==> config.mk <==
export PLATFORM = sky130hd
export DESIGN_NAME = mul_result_pack_flat
export DESIGN_NICKNAME = d
export VERILOG_FILES = /design/src/rtl/mul_result_pack_if.sv /design/src/rtl/mul_result_pack.sv /design/src/flat_wrapper.sv
export SDC_FILE = /design/constraint.sdc
export NUM_CORES = 1
export LEC_CHECK = 0
export ABC_CLOCK_PERIOD_IN_PS = 1250
export BUFFER_PORTS_ARGS = -buffer_cell sky130_fd_sc_hd__buf_2
export CAP_MARGIN = 30
export CORE_MARGIN = 2
export CORE_UTILIZATION = 46
export CTS_BUF_LIST = sky130_fd_sc_hd__clkbuf_2 sky130_fd_sc_hd__clkbuf_4 sky130_fd_sc_hd__clkbuf_8
export DETAILED_ROUTE_END_ITERATION = 16
export HOLD_SLACK_MARGIN = 0.08
export PLACE_DENSITY = 0.75
export SLEW_MARGIN = 20
export SYNTH_ARGS = -nofsm -noshare
export SYNTH_HDL_FRONTEND = slang
export SYNTH_SLANG_ARGS = --single-unit
==> constraint.sdc <==
create_clock -name clk -period 1.25 [get_ports clk]
set_input_delay 0.25 -clock clk [delete_from_list [all_inputs] [get_ports clk]]
set_output_delay 0.25 -clock clk [all_outputs]
set_load 0.005 [all_outputs]
==> src/rtl/mul_result_pack_if.sv <==
// Handshake and data bundle between the multiplier exception stage, the result packer
// and the downstream consumer.
interface mul_result_pack_if;
  logic        in_valid;
  logic        in_ready;
  logic        sign_z;
  logic [7:0]  exp_z;
  logic [22:0] mant_z;
  logic        invalid_flag;
  logic        overflow_flag;
  logic        initial_zero_flag;
  logic        out_valid;
  logic        out_ready;
  logic [31:0] result;
  logic [2:0]  out_flags;

  modport master (
    output in_valid, sign_z, exp_z, mant_z, invalid_flag, overflow_flag, initial_zero_flag,
    output out_ready,
    input  in_ready, out_valid, result, out_flags
  );

  modport slave (
    input  in_valid, sign_z, exp_z, mant_z, invalid_flag, overflow_flag, initial_zero_flag,
    input  out_ready,
    output in_ready, out_valid, result, out_flags
  );
endinterface

==> src/rtl/mul_result_pack.sv <==
// Packs a single-precision product into an IEEE-754 word behind a two-entry skid buffer.
// Optional sticky exception status is enabled by defining STICKY_FLAGS_EN.
module mul_result_pack #(
  parameter logic [31:0] QNAN = 32'h7FC0_0000
) (
  input  logic                  clk,
  input  logic                  rst_n,
`ifdef STICKY_FLAGS_EN
  input  logic                  flag_clr,
  output logic [2:0]            status,
`endif
  mul_result_pack_if.slave      bus
);

  typedef enum logic [1:0] {StEmpty, StOne, StTwo} state_e;

  state_e      state_q, state_d;
  logic [31:0] o_word_q, s_word_q;
  logic [2:0]  o_flags_q, s_flags_q;
  logic        in_ready_q, out_valid_q;
  logic        accept, drain;
  logic [31:0] packed_word;
  logic [2:0]  in_flags;

  assign in_flags = {bus.invalid_flag, bus.overflow_flag, bus.initial_zero_flag};
  assign accept   = bus.in_valid & in_ready_q;
  assign drain    = out_valid_q & bus.out_ready;

  always_comb begin
    packed_word = {bus.sign_z, bus.exp_z, bus.mant_z};
    if (bus.invalid_flag) begin
      packed_word = QNAN;
    end else if (bus.overflow_flag) begin
      packed_word = {bus.sign_z, 8'hFF, 23'h0};
    end else if (bus.initial_zero_flag) begin
      packed_word = {bus.sign_z, 31'h0};
    end
  end

  always_comb begin
    state_d = state_q;
    unique case (state_q)
      StEmpty: if (accept) state_d = StOne;
      StOne: begin
        if (accept && !drain)      state_d = StTwo;
        else if (!accept && drain) state_d = StEmpty;
      end
      StTwo:   if (drain) state_d = StOne;
      default: state_d = StEmpty;
    endcase
  end

  // in_ready/out_valid are registered from the next state so out_ready never reaches in_ready
  // combinationally.
  always_ff @(posedge clk) begin
    if (!rst_n) begin
      state_q     <= StEmpty;
      o_word_q    <= 32'h0;
      o_flags_q   <= 3'b0;
      s_word_q    <= 32'h0;
      s_flags_q   <= 3'b0;
      in_ready_q  <= 1'b1;
      out_valid_q <= 1'b0;
    end else begin
      state_q     <= state_d;
      in_ready_q  <= (state_d != StTwo);
      out_valid_q <= (state_d != StEmpty);
      unique case (state_q)
        StEmpty: begin
          if (accept) begin
            o_word_q  <= packed_word;
            o_flags_q <= in_flags;
          end
        end
        StOne: begin
          if (accept && drain) begin
            o_word_q  <= packed_word;
            o_flags_q <= in_flags;
          end else if (accept) begin
            s_word_q  <= packed_word;
            s_flags_q <= in_flags;
          end
        end
        StTwo: begin
          if (drain) begin
            o_word_q  <= s_word_q;
            o_flags_q <= s_flags_q;
          end
        end
        default: ;
      endcase
    end
  end

  assign bus.in_ready  = in_ready_q;
  assign bus.out_valid = out_valid_q;
  assign bus.result    = o_word_q;
  assign bus.out_flags = o_flags_q;

`ifdef STICKY_FLAGS_EN
  logic [2:0] status_q;
  logic [2:0] status_set;

  assign status_set = accept ? in_flags : 3'b0;

  // Set wins over clear: a clear in the same cycle as an acceptance keeps that word's flags.
  always_ff @(posedge clk) begin
    if (!rst_n) begin
      status_q <= 3'b0;
    end else if (flag_clr) begin
      status_q <= status_set;
    end else begin
      status_q <= status_q | status_set;
    end
  end

  assign status = status_q;
`endif

endmodule

==> src/flat_wrapper.sv <==
// flat-port wrapper written by rule: the top's interface ports become plain ports
module mul_result_pack_flat 
#(
  parameter logic [31:0] QNAN = 32'h7FC0_0000
)
  (clk, rst_n, bus_in_valid, bus_sign_z, bus_exp_z, bus_mant_z, bus_invalid_flag, bus_overflow_flag, bus_initial_zero_flag, bus_out_ready, bus_in_ready, bus_out_valid, bus_result, bus_out_flags);
  mul_result_pack_if bus_i ();
  input  logic clk;
  input  logic rst_n;
  input wire logic [$bits(bus_i.in_valid)-1:0] bus_in_valid;
  input wire logic [$bits(bus_i.sign_z)-1:0] bus_sign_z;
  input wire logic [$bits(bus_i.exp_z)-1:0] bus_exp_z;
  input wire logic [$bits(bus_i.mant_z)-1:0] bus_mant_z;
  input wire logic [$bits(bus_i.invalid_flag)-1:0] bus_invalid_flag;
  input wire logic [$bits(bus_i.overflow_flag)-1:0] bus_overflow_flag;
  input wire logic [$bits(bus_i.initial_zero_flag)-1:0] bus_initial_zero_flag;
  input wire logic [$bits(bus_i.out_ready)-1:0] bus_out_ready;
  output wire logic [$bits(bus_i.in_ready)-1:0] bus_in_ready;
  output wire logic [$bits(bus_i.out_valid)-1:0] bus_out_valid;
  output wire logic [$bits(bus_i.result)-1:0] bus_result;
  output wire logic [$bits(bus_i.out_flags)-1:0] bus_out_flags;
  assign bus_i.in_valid = bus_in_valid;
  assign bus_i.sign_z = bus_sign_z;
  assign bus_i.exp_z = bus_exp_z;
  assign bus_i.mant_z = bus_mant_z;
  assign bus_i.invalid_flag = bus_invalid_flag;
  assign bus_i.overflow_flag = bus_overflow_flag;
  assign bus_i.initial_zero_flag = bus_initial_zero_flag;
  assign bus_i.out_ready = bus_out_ready;
  assign bus_in_ready = bus_i.in_ready;
  assign bus_out_valid = bus_i.out_valid;
  assign bus_result = bus_i.result;
  assign bus_out_flags = bus_i.out_flags;
  mul_result_pack #(.QNAN(QNAN)) u_core (.clk(clk), .rst_n(rst_n), .bus(bus_i));
endmodule
# After elaboration in Yosys (flattened, before gate mapping)
# Index checks and enable logic that the tools add are counted.
dict set report op_classes {
  n_eq_ne 6
  mux 16
  bitwise_logic 3
  n_reduce_logical 10
}
# operator n
set op_table {}
lappend op_table {{$mux W32} 4}
lappend op_table {{$pmux W32 S3} 1}
lappend op_table {{$mux W31} 2}
lappend op_table {{$mux W3} 3}
lappend op_table {{$pmux W3 S3} 1}
lappend op_table {{$mux W2} 4}
lappend op_table {{$ne A2 B1 Y1 const B} 3}
lappend op_table {{$pmux W2 S3} 1}
lappend op_table {{$reduce_and A4 Y1} 1}
lappend op_table {{$logic_and A1 B1 Y1} 3}
lappend op_table {{$reduce_and A3 Y1} 1}
lappend op_table {{$reduce_bool A3 Y1} 1}
lappend op_table {{$and A1 B1 Y1} 2}
lappend op_table {{$eq A2 B1 Y1 const B} 1}
lappend op_table {{$eq A2 B2 Y1 const B} 1}
lappend op_table {{$logic_not A1 Y1} 2}
lappend op_table {{$logic_not A2 Y1} 1}
lappend op_table {{$ne A2 B2 Y1 const B} 1}
lappend op_table {{$reduce_bool A2 Y1} 1}
lappend op_table {{$not A1 Y1} 1}
dict set report word_totals {
  regBits 74
  out_inout_bits 37
  elab_cells 42
}

# Logic depth before layout (Yosys ltp)
dict set report depth {
  word_depth 7
  ltp_mapped 7
}

# Worst setup path after synthesis
# OpenSTA, ideal clock, no wires.
dict set report synth_timing {
  path_type {register -> register}
  from {register u_core.in_ready_q, in the netlist u_core.bus.in_ready}
  to {register u_core.s_word_q[27]}
  setup_ps 91
  t_arrival_ps 1293
  required_ps 1159
  path_slack_ps -134
  stages_incl_launch_ff 7
  synth_period_minus_slack_ps 1384
  path_cell_list {dfxtp_1 and3b_2 and3_1 buf_6 buf_6 nor2_1 a311oi_1}
}
dict set report synth_between {
  elab_chain_cells 4
}
# element line_no
set synth_lines {}
lappend synth_lines {{start, declared} mul_result_pack.sv:20} ;# logic in_ready_q, out_valid_q;
lappend synth_lines {{start signal, assigned} mul_result_pack.sv:66} ;# in_ready_q <= (state_d != StTwo);
lappend synth_lines {{$and A1 B1 Y1 (*)} mul_result_pack.sv:26} ;# assign accept = bus.in_valid & in_ready_q;
lappend synth_lines {{$logic_and A1 B1 Y1} mul_result_pack.sv:76} ;# if (accept && drain) begin
lappend synth_lines {{$not A1 Y1 (no line)} -}
lappend synth_lines {{$reduce_and A3 Y1 (no line) (*)} -}
lappend synth_lines {{end signal, assigned} mul_result_pack.sv:80} ;# s_word_q <= packed_word;
lappend synth_lines {{end, declared} mul_result_pack.sv:18} ;# logic [31:0] o_word_q, s_word_q;
# Mark *: on every way between the ends. The rest lies on a longest branch, timed or not.
# A chain may end at the register's enable or synchronous reset.

# Worst setup path after layout
dict set report layout_timing {
  from {register u_core.state_q[1]}
  to {register u_core.s_word_q[9]}
}
dict set report layout_between {
  elab_chain_cells 2
}
# element line_no
set layout_lines {}
lappend layout_lines {{start, declared} mul_result_pack.sv:17} ;# state_e state_q, state_d;
lappend layout_lines {{start signal, assigned} mul_result_pack.sv:57} ;# state_q <= StEmpty;
lappend layout_lines {{start signal, assigned} mul_result_pack.sv:65} ;# state_q <= state_d;
lappend layout_lines {{$eq A2 B1 Y1} mul_result_pack.sv:68} ;# unique case (state_q)
lappend layout_lines {{$reduce_and A3 Y1 (no line)} -}
# Every way passes these cells.

==> results.ini <==
[finish]
syn2layout_area_growth_pct=46.4
ff_latch_area_um2=1490
fillCellCount=511
num_antenna_cells=0
multi_input_area_um2=1960
drive_gt1_share_pct=45.3
nNetsFinal=531

[timing]
rsz0062_at_grt=true
fmax_mhz=685
fin_setup_tns_ps=-6560
hold_viol_final=0
maxSlewViolCount=0
relSlewSlack_pct=76.9
fin_crit_sh_pct=117
clock_skew_ps=12.4
finalWorstSetupSlack_ps=-211
setup_viol=71
min_period_ps=1460
worstMarginPinSlew_ps=344

[clock_tree]
cts.path.max_buffers=2
clk_transition_reported_paths_ps=90
htree_levels=3
cts_made_buffers=9
clock-sinks=74
cts_tree=done
cts_hold_buffers=0
clk_latency_ps=370
cts_root_buf=clkbuf_8

[run_status]
violations=negative setup slack
status=finished, violations left

[synthesis]
synth_top_area_share_pct=45.3
yosysTopAreaCell=dfxtp_1
syn_avg_cell_area_um2=8.40
syn_nets=428
synthCells=389
ys_top_cells_by_area=dfxtp_1 (45%), nand3_1 (9.5%), a311oi_1 (8.3%)
synth_area_um2=3270
synthDistinctLibCells=33
ys_warn_count=0
yosysSeqAreaShare_pct=45.3
ys_seq_elements=74

[power]
vdd_drop_max_mv=0.636
cellLeakagePower_nw=1.76
power_mw=6.21
powerDensity_nw_per_um2=1300

[drt]
wirelength_mm=10.6
post_drt_wl_per_cell_um=17.9
via_per_inst=5.89
dr_total_vias=3493
first_pass_iters=5
drtIter0Drc=211
drc_errors=0
antenna_violating_nets_post_route=0

[placement]
place.gp.congestion=0.824
numPortBuffers=75
hpwlAfterDp_mm=5.80

[setup_path]
max_stage_delay_ps=350
required_ps=1540
crit_family=simple AND/OR/NAND/NOR gates
cp_cell_sequence=and3b_2, and3_4, buf_4, clkbuf_16, nand3_2, a21oi_1
worst_setup_path_start_kind=flip-flop
worstSetupPathType=flip-flop to flip-flop
crit_buf_inv=2
crit_slowest_cell=dfxtp_4
worstSetupEndpointType=flip-flop
crit_fanout=6
cp.arrival_ps=1750

[global_routing]
grt_max_degree=39
grt_use_total_pct=25.8
overflow=0
antenna_found_initial=0
grt_pass1_wl_mm=15.5
grt_pass1_vias=3174

[worst_hold_path]
hold_class=input port to flip-flop

[floorplanning]
die_h_um=88.3
row_count=30
die_area_um2=7800
ios=76
core-area_um2=6830
initial_core_util_pct=47.8
die_w_um=88.3

[job]
cap_violations=0

[path summary, 6_finish.rpt]
path                                    start                          endpoint  slack, ps  cells past startpoint
max              u_core.state_q[1]$_SDFF_PN0_   u_core.s_word_q[9]$_SDFFE_PN0P_       -210                      6
min                            bus_mant_z[10]  u_core.s_word_q[10]$_SDFFE_PN0P_        140                      3
max reg2reg      u_core.state_q[1]$_SDFF_PN0_   u_core.s_word_q[9]$_SDFFE_PN0P_       -210                      6
min reg2reg  u_core.s_word_q[21]$_SDFFE_PN0P_  u_core.s_word_q[21]$_SDFFE_PN0P_        460                      2
[cell usage in the layout (no fill, tap or decap), types with 3 or more instances in the layout]
cell type | Yosys | routed
clkbuf_8 | 0 | 10
nor3_1 | 26 | 22
nor2_1 | 12 | 12
buf_2 | 16 | 75
buf_4 | 4 | 32
nand2_1 | 66 | 65
nor3_2 | 0 | 3
nand3_2 | 1 | 13
buf_12 | 0 | 13
buf_6 | 7 | 6
nand2_8 | 0 | 4
nand2b_1 | 9 | 8
a311oi_2 | 3 | 24
a311oi_1 | 31 | 10
a21oi_2 | 0 | 14
o221ai_1 | 8 | 6
nand3_1 | 62 | 49
a21oi_1 | 37 | 23
dfxtp_1 | 74 | 70
[what timing repair did]
item,4_1_cts,5_1_grt
resized for setup,33,29
endpoints found under the setup margin,67,71
pin swaps,3,4
gates cloned,6,1
setup buffers,7,5
[worst min-delay path, delay by kind of cell]
kind	cells	cell delay [ps]
compound gates	1	40
buf+inv	1	110
simple gates	1	70
[cell type report]
type	instances	area share, %
Timing Repair Buffer	128	20.8
Clock inverter	6	1.54
Multi-Input combinational cell	277	40.9
Clock buffer	10	2.88
Sequential cell	74	31.2
Tap cell	96	2.51
Inverter	2	0.157
[flip-flops by register name, summed over array words and instances, names as in the netlist]
register,flops
u_core.bus.result,32
u_core.s_word_q,32
u_core.s_flags_q,3
u_core.bus.out_valid,1
u_core.bus.in_ready,1
u_core.state_q,2
u_core.bus.out_flags,3
[cells by family after synthesis]
kind of cell / synth area share, %
and+or+nand+nor: 27.8
AOI/OAI and AO/OA: 19.5
DFF: 45.3
buffers and inverters: 7.39
[power by group]
| group | internal, mW | total (mW) | switching, mW |
|---|---|---|---|
| Clock | 0.999 | 1.98 | 0.980 |
| Combinational | 0.730 | 1.56 | 0.830 |
| Sequential | 2.55 | 2.67 | 0.123 |
[layer usage]
| layer | vias up | part of all wire, % | GRT usage, % | wire (um) |
|---|---|---|---|---|
| met5 | - | 0 | 0 | 0 |
| met2 | 161 | 49 | 42.4 | 5260 |
| li1 | 1626 | - | - | - |
| met1 | 1669 | 41 | 32.4 | 4320 |
| met3 | 37 | 6.0 | 5.50 | 640 |
| met4 | 0 | 4.0 | 12.0 | 427 |
[metrics by stage]
step,instance area (um2),hold WS [ps],worst slack [ps],cells,util [%]
detailed placement,4050,447,-149,560,59.3
finish,4780,144,-211,593,70.0
global route,4780,148,-236,593,70.0
CTS,4610,138,-108,589,67.5
global placement,4050,442,-79.2,560,59.3
floorplan,3430,343,-59.0,389,-
[synthesized netlist by cell type (all sizes together)]
library cell   n
nor2b          2
inv            2
nor2          13
nand3         63
nand2b        10
dfxtp         74
o21ai          2
nand2         67
clkbuf        12
a211oi         1
and2           1
a21o           2
nand3b         1
a21oi         38
and3b          1
nor3          27
and3           1
o32ai          1
nand4          1
o21a           1
o221ai         8
a311oi        34
buf           27
No activity file was read; power rests on OpenSTA's default activity.
